**config.mk**
```make
export PLATFORM = sky130hd
export DESIGN_NAME = lfsr_bit_packer
export DESIGN_NICKNAME = d
export VERILOG_FILES = /design/src/rtl/lfsr_bit_packer.sv
export SDC_FILE = /design/constraint.sdc
export NUM_CORES = 1
export LEC_CHECK = 0
export BUFFER_PORTS_ARGS = -buffer_cell sky130_fd_sc_hd__buf_4
export CORE_ASPECT_RATIO = 0.6
export CORE_MARGIN = 8
export CORE_UTILIZATION = 30
export CTS_CLUSTER_DIAMETER = 40
export DETAILED_ROUTE_END_ITERATION = 7
export PLACE_DENSITY = 0.45
export RECOVER_POWER = 100
export SYNTH_ARGS = -nofsm -noshare
export SYNTH_HDL_FRONTEND = slang
export SYNTH_SLANG_ARGS = --single-unit
```
**constraint.sdc**
```tcl
create_clock -name clk -period 7.5 [get_ports clk]
set_input_delay 1.5 -clock clk [delete_from_list [all_inputs] [get_ports clk]]
set_output_delay 1.5 -clock clk [all_outputs]
set_load 0.02 [all_outputs]
```
**src/rtl/lfsr_bit_packer.sv**
```systemverilog
// Packs the valid-qualified serial LFSR keystream MSB-first into W-bit words and buffers them in a FIFO.
// Optional repetition-count health test (alarm port) enabled by defining LFSR_PACK_HEALTH_EN.
module lfsr_bit_packer #(
    parameter int W          = 32,
    parameter int DEPTH      = 4,
    parameter int RCT_CUTOFF = 32
) (
    input  logic                     clk,
    input  logic                     rst,
    input  logic                     s_in,
    input  logic                     s_valid,
    input  logic                     flush,
    output logic [W-1:0]             m_data,
    output logic                     m_valid,
    input  logic                     m_ready,
    output logic [$clog2(DEPTH):0]   fill,
    output logic                     overflow,
    output logic [15:0]              drop_cnt,
    input  logic                     clr_err
`ifdef LFSR_PACK_HEALTH_EN
    ,
    output logic                     alarm
`endif
);

    localparam int AW = $clog2(DEPTH);
    localparam int CW = $clog2(W);

    logic [W-2:0]  shreg;
    logic [CW-1:0] bit_cnt;
    logic [W-1:0]  mem [DEPTH];
    logic [AW:0]   wr_ptr;
    logic [AW:0]   rd_ptr;

    logic          accept;
    logic          word_done;
    logic [W-1:0]  word;
    logic          empty;
    logic          full;
    logic          pop;
    logic          push_req;
    logic          push;
    logic          drop;
    logic          hit;
    logic          blocked;

`ifdef LFSR_PACK_HEALTH_EN
    logic [7:0] run_cnt;
    logic [7:0] run_nxt;
    logic       last_bit;

    // Run length including the bit sampled this cycle; saturates at 255.
    always_comb begin
        run_nxt = 8'd1;
        if (run_cnt != 8'd0 && s_in == last_bit)
            run_nxt = (run_cnt == 8'hFF) ? 8'hFF : run_cnt + 8'd1;
        hit     = accept && !clr_err && (run_nxt == 8'(RCT_CUTOFF));
        blocked = alarm || hit;
    end

    always_ff @(posedge clk) begin
        if (rst) begin
            run_cnt  <= '0;
            last_bit <= 1'b0;
            alarm    <= 1'b0;
        end else if (clr_err) begin
            run_cnt  <= '0;
            alarm    <= 1'b0;
        end else if (accept) begin
            run_cnt  <= run_nxt;
            last_bit <= s_in;
            if (hit)
                alarm <= 1'b1;
        end
    end
`else
    always_comb begin
        hit     = 1'b0;
        blocked = 1'b0;
    end
`endif

    always_comb begin
        accept    = s_valid && !flush;
        word_done = accept && (bit_cnt == CW'(W - 1));
        word      = {shreg, s_in};
        empty     = (wr_ptr == rd_ptr);
        full      = (wr_ptr[AW] != rd_ptr[AW]) && (wr_ptr[AW-1:0] == rd_ptr[AW-1:0]);
        pop       = !empty && m_ready && !flush;
        push_req  = word_done && !blocked;
        // A full FIFO still takes the word when the head leaves in the same cycle.
        push      = push_req && (!full || pop);
        drop      = push_req && !push;
    end

    always_ff @(posedge clk) begin
        if (rst || flush) begin
            shreg   <= '0;
            bit_cnt <= '0;
        end else if (s_valid) begin
            shreg   <= word[W-2:0];
            bit_cnt <= (hit || bit_cnt == CW'(W - 1)) ? '0 : bit_cnt + 1'b1;
        end
    end

    always_ff @(posedge clk) begin
        if (rst) begin
            wr_ptr <= '0;
            rd_ptr <= '0;
            for (int unsigned i = 0; i < DEPTH; i++)
                mem[i] <= '0;
        end else if (flush) begin
            wr_ptr <= '0;
            rd_ptr <= '0;
        end else begin
            if (push) begin
                mem[wr_ptr[AW-1:0]] <= word;
                wr_ptr              <= wr_ptr + 1'b1;
            end
            if (pop)
                rd_ptr <= rd_ptr + 1'b1;
        end
    end

    // A drop coinciding with clr_err restarts the count at one.
    always_ff @(posedge clk) begin
        if (rst) begin
            overflow <= 1'b0;
            drop_cnt <= '0;
        end else if (drop) begin
            overflow <= 1'b1;
            if (clr_err)
                drop_cnt <= 16'd1;
            else if (drop_cnt != 16'hFFFF)
                drop_cnt <= drop_cnt + 16'd1;
        end else if (clr_err) begin
            overflow <= 1'b0;
            drop_cnt <= '0;
        end
    end

    always_comb begin
        m_data  = mem[rd_ptr[AW-1:0]];
        m_valid = !empty;
        fill    = wr_ptr - rd_ptr;
    end

endmodule

```
==> flow_summary.json, run 1 <==
{
  "wl_per_cell_um": 18.6,
  "tns_ps": 0,
  "grtUsageMet2_pct": 17.7,
  "remaining_drc_errors": 0,
  "syn_area_per_cell_um2": 13.6,
  "syn_nets": 623,
  "pwr_density_cell_nw_per_um2": 232,
  "crit_required_ps": 6000,
  "clk_pin_slew_ps": 70,
  "ant_nets": 0,
  "yosys_warnings": 0,
  "ys_seq_area_share_pct": 61.3,
  "pin_count": 60,
  "slew_viol_final": 211,
  "rsz0062_at_grt": "false",
  "place_ws_ps": 2720,
  "end_kind": "output port",
  "die_x_um": 230,
  "leakagePower_nw": 3.16,
  "n_antenna_cell": 0,
  "cts_root_buffer": "clkbuf_16",
  "use_met1_pct": 17.3,
  "drive_above_1_share_pct": 12.9,
  "wirelength_mm": 19.3,
  "rows": 47,
  "synth_cells": 608,
  "crit_type": "reg -> out",
  "dieHeight_um": 145,
  "status": "finished, violations left",
  "cts_hold_buf": 0,
  "dp_cells": 1010,
  "fin_crit_sh_pct": 72.1,
  "final_cell_mix": "edfxtp_1 (128), and2_1 (82), dfxtp_1 (60)",
  "postCtsResizedCells": 0,
  "async_flop_share_pct": 0,
  "finalNetCount": 677,
  "syn_area_um2": 8260,
  "place.port_buffers": 59,
  "max-cap-violations": 6,
  "areaGrowthSynthToFinish_pct": 15.4,
  "start_kind": "flip-flop",
  "ff2ff_setup_slack_ps": 2890,
  "hold_end": "overflow$_SDFFE_PP0P_",
  "cts_tree": "built",
  "h-tree-depth": 4,
  "worst_r2r_path_depth": 9,
  "cts.sinks": 189,
  "clock_skew_ps": 6.32,
  "cts_buffers": 17,
  "total_power_mw": 2.21,
  "clk-insertion-delay-late_ps": 430,
  "post_dp_cell_area_um2": 9120,
  "r2r_start": "bit_cnt[0]$_SDFFE_PP0P_",
  "path_max_fanout": 32,
  "fin_area_um2": 9530,
  "final.min_clock_period_ps": 5410,
  "whs_ps": 480,
  "postLayoutCoreUtil_pct": 34.9,
  "min_from": "overflow$_SDFFE_PP0P_",
  "cp_common_cell": "clkbuf_1",
  "peakVddDrop_v": 0.000135,
  "whs_path_depth": 2,
  "grt_pass1_wl_mm": 30.4,
  "synth_top_area_share_pct": 46.6,
  "fin_ws_ps": 2090,
  "route.vias.total": 4878,
  "start_util_pct": 30.3,
  "setup_viol": 0,
  "reg2reg_to": "mem[0][14]$_SDFFCE_PN0P_",
  "slew_headroom_pct": -104,
  "firstDrtPassIters": 4,
  "synth_cell_types": 55,
  "die_area_um2": 33300,
  "synth_edf_count": 128,
  "vias_per_cell": 4.68,
  "antenna_found_initial": 0,
  "max_stage_delay_ps": 2140,
  "arrival_ps": 3910,
  "grt_usage_pct": 12.0,
  "hold_path.class": "reg -> reg",
  "busiest_layer": "met2",
  "yosys.area.top_type": "edfxtp_1",
  "worst_pin_slew_ps": 3060,
  "drt_iter0_drc": 298,
  "n_fill_cell": 2727,
  "crit_slowest_cell": "clkbuf_1",
  "first_global_vias": 5066,
  "coreArea_um2": 27300,
  "fmax_ghz": 0.185,
  "violations": "capacitance limit, slew limit",
  "place_hpwl_mm": 11.9,
  "gp_congestion": 0.853,
  "synth_seq_cells": 189,
  "crit_chain": "clkbuf_1 > mux4_2 > clkbuf_1",
  "grt-ovfl-total": 0,
  "cts_buffer_depth": 2,
  "grt_max_degree": 44,
  "grtUsageMet3_pct": 2.59,
  "final_common_cell": "edfxtp_1",
  "synth_area_leaders": "edfxtp_1 (47%), dfxtp_1 (15%), and2_1 (9.8%), mux4_2 (8.7%), mux2i_1 (4.8%)",
  "ys_dominant_reg_cell": "edfxtp_1",
  "hold_viol_final": 0,
  "post_cts_buffers": 0,
  "fin_cells": 1042
}
how the worst max path moves through the flow:
stage | startpoint | slack (ps) | endpoint | depth (start not counted)
after floorplan | flush | 3620 | mem[1][0]$_SDFFCE_PN0P_ | 3
after global placement | s_valid | 2800 | mem[0][14]$_SDFFCE_PN0P_ | 7
after detailed placement | s_valid | 2720 | mem[0][14]$_SDFFCE_PN0P_ | 7
after CTS | s_valid | 3190 | mem[0][24]$_SDFFCE_PN0P_ | 7
after global routing | flip-flop | 1520 | m_data[21] | 3
final | flip-flop | 2090 | m_data[21] | 3
cell families after synthesis:
group | after synthesis | share of synthesized area [%]
buffers and inverters | 44 | 2.26
DFF | 189 | 61.3
AOI/OAI and AO/OA | 37 | 2.89
and+or+nand+nor | 250 | 17.6
xor gates and xnor gates | 8 | 1.03
adders and majority gates | 8 | 1.30
muxes | 72 | 13.6
critical path, delay by kind of cell, from the launching register on:
| kind | cells | cell delay [ps] |
|---|---|---|
| buffers and inverters | 2 | 2350 |
| muxes | 1 | 770 |
| DFF | 1 | 320 |
synth_stat cells (all sizes together) (7+ instances only):
cell      n
nand3     8
a21oi     9
and2    129
inv      11
dfxtp    61
ha        7
mux2i    40
nor4      7
clkbuf   21
nor2     46
nand4     7
buf      12
nand2    16
edfxtp  128
o21ai     8
mux4     32
layer usage:
layer / share of wire (%) / up-vias
met3: 2.8 / 17
li1: - / 2324
met5: 0 / -
met4: 1.4 / 0
met1: 53 / 2474
met2: 43 / 63
final cells by class:
class / count / area [um^2] / share of cell area (%)
clock buffers: 18 / 429 / 4.50
clock inverters: 14 / 203 / 2.13
inverters: 11 / 41.3 / 0.433
multi-input cells: 375 / 3040 / 31.9
flip-flops and latches: 189 / 5070 / 53.2
well taps: 367 / 459 / 4.82
repair buffers: 68 / 293 / 3.07
registers in the layout (all words and copies together), names as in the netlist, named ones only:
name,cells
bit_cnt,5
overflow,1
drop_cnt,16
shreg,31
wr_ptr,3
rd_ptr,3
mem,128
power breakdown:
group | internal [mW] | switching [mW]
clock | 0.565 | 0.414
combinational | 0.0246 | 0.0519
sequential | 1.15 | 0.0106
total | 1.73 | 0.477
(Power assumes the default switching activity.)
==> inputs of run 2 (changes only) <==
==> constraint.sdc (replaced) <==
create_clock -name clk -period 5.63 [get_ports clk]
set_input_delay 1.126 -clock clk [delete_from_list [all_inputs] [get_ports clk]]
set_output_delay 1.126 -clock clk [all_outputs]
set_load 0.02 [all_outputs]
==> run 2 against run 1 <==
Against the previous run:
- global-route usage is 0.075 points higher
- the run still ends with capacitance limit, slew limit left
- sequential power rose by 33%
- final area decreased by 0.62%
- hold slack got worse by 1.6 ps
- highest routed layer unchanged
- largest power group unchanged
- sequential cell count did not move
==> flow_summary.json, run 2 (same netlist as run 1, synthesis figures left out) <==
{
  "status": "finished, violations left",
  "violations": "capacitance limit, slew limit",
  "ant_nets": 0,
  "finalNetCount": 676,
  "max-cap-violations": 6,
  "dp_cells": 1009,
  "antenna_found_initial": 0,
  "hold_path.class": "reg -> reg",
  "fmax_ghz": 0.221,
  "slew_headroom_pct": -93.3,
  "cts_root_buffer": "clkbuf_16",
  "p_int_mw": 2.27,
  "place_hpwl_mm": 12.3,
  "switchingPower_mw": 0.606,
  "worst_pin_slew_ps": 2900,
  "firstDrtPassIters": 6,
  "crit_buf_inv": 3,
  "max_stage_delay_ps": 1500,
  "post_cts_buffers": 0,
  "grt_pass1_wl_mm": 30.6,
  "grt-ovfl-total": 0,
  "start_kind": "primary input",
  "cts_buffers": 17,
  "fin_ws_ps": 1110,
  "drt_iter0_drc": 329,
  "crit_start": "s_valid",
  "crit_slowest_cell": "nor3_1",
  "areaGrowthSynthToFinish_pct": 14.7,
  "drive_above_1_share_pct": 12.6,
  "place_ws_ps": 1480,
  "rows": 47,
  "fin_cells": 1040,
  "cp_top_family": "simple AND/OR/NAND/NOR gates",
  "final_cell_mix": "edfxtp_1 (128), and2_1 (68), and2_0 (61), dfxtp_1 (61), clkbuf_1 (56)",
  "start_util_pct": 30.3,
  "largest-register": "mem",
  "reg_top3": "mem (128), shreg (31), drop_cnt (16)",
  "clock_skew_ps": 9.08,
  "vias_per_cell": 4.65,
  "fin_crit_sh_pct": 80.3,
  "path_max_fanout": 40,
  "pwr_density_cell_nw_per_um2": 303,
  "die_area_um2": 33300,
  "slew_viol_final": 192,
  "cts_tree": "built",
  "crit_type": "in -> reg",
  "clk_pin_slew_ps": 70,
  "wirelength_mm": 19.3,
  "cts_buffer_depth": 2,
  "grt_max_degree": 44,
  "r2r_start": "bit_cnt[0]$_SDFFE_PP0P_",
  "arrival_ps": 4820,
  "crit_chain": "clkbuf_4 > buf_4 > and3b_1 > o21ai_0 > nor3_1 > clkbuf_1 > and2_1",
  "p_seq_share_pct": 53.6,
  "total_power_mw": 2.87,
  "cts.sinks": 189,
  "comb_power_share_pct": 3.5,
  "peakVddDrop_v": 0.000169,
  "min_from": "overflow$_SDFFE_PP0P_",
  "grt_usage_pct": 12.1,
  "pin_count": 60,
  "crit_required_ps": 5920,
  "swShare_pct": 21.1,
  "setup_viol": 0,
  "final.min_clock_period_ps": 4520,
  "wl_per_cell_um": 18.6,
  "end_kind": "flip-flop",
  "hold_viol_final": 0,
  "coreArea_um2": 27300,
  "cts_hold_buf": 0,
  "gp_congestion": 0.879,
  "route.vias.total": 4841,
  "final_common_cell": "edfxtp_1",
  "leakagePower_nw": 3.13,
  "remaining_drc_errors": 0,
  "dieHeight_um": 145,
  "first_global_vias": 5069,
  "tns_ps": 0,
  "largest_register_ffs": 128,
  "rsz0062_at_grt": "false",
  "n_antenna_cell": 0,
  "die_x_um": 230,
  "postCtsResizedCells": 0,
  "clk-insertion-delay-late_ps": 430,
  "place.port_buffers": 59,
  "h-tree-depth": 4,
  "power_frac_clock_pct": 42.9
}
## run 2: cell count changes in the layout (fill, tap and decap cells not counted), sizes merged
cell,change
clkinv,+1
inv,-3
buf,+1
bufinv,-1
## run 2: path summary, 6_finish.rpt
path | endpoint | slack, ps | cells past startpoint
min | overflow$_SDFFE_PP0P_ | 480 | 2
max reg2reg | mem[0][14]$_SDFFCE_PN0P_ | 1290 | 8
min reg2reg | overflow$_SDFFE_PP0P_ | 480 | 2
max | mem[1][26]$_SDFFCE_PN0P_ | 1110 | 7
## run 2: layout make-up
type                       count  area [um^2]
sequential                   189         5060
tap                          367          459
inverter                      11         41.3
multi-input combinational    375         3020
clock buffer                  20          447
timing repair buffer          67          298
clock inverter                11          143
fill                        2690        17800
## run 2: worst min-delay path: cells and delay by family (launching register included)
family	cells	cell delay [ps]
flip-flops	1	310
AND/OR/NAND/NOR	1	70
AO/OA/AOI/OAI	1	60
## run 2: stage by stage
stage / instance area (um^2) / hold WS (ps) / utilization [%]
after floorplan: 8260 / 467 / -
after global placement: 9110 / 478 / 33.4
after detailed placement: 9110 / 474 / 33.4
after CTS: 9700 / 485 / 35.6
after global routing: 9470 / 505 / 34.7
final: 9470 / 478 / 34.7
## run 2: per-layer routing
metal | vias up | GRT usage [%] | wire length, um
met3 | 15 | 2.78 | 816
met5 | - | 0 | 0
met2 | 99 | 18.3 | 8350
li1 | 2327 | - | -
met4 | 0 | 3.85 | 243
met1 | 2400 | 16.9 | 9920
## run 2: power by group through the flow
stage	combinational (mW)	clock, mW	sequential (mW)
floorplan	0.0694	0	1.56
global placement	0.115	0	1.57
detailed placement	0.116	0	1.57
CTS	0.116	1.26	1.54
global route	0.110	1.32	1.54
finish	0.101	1.23	1.54
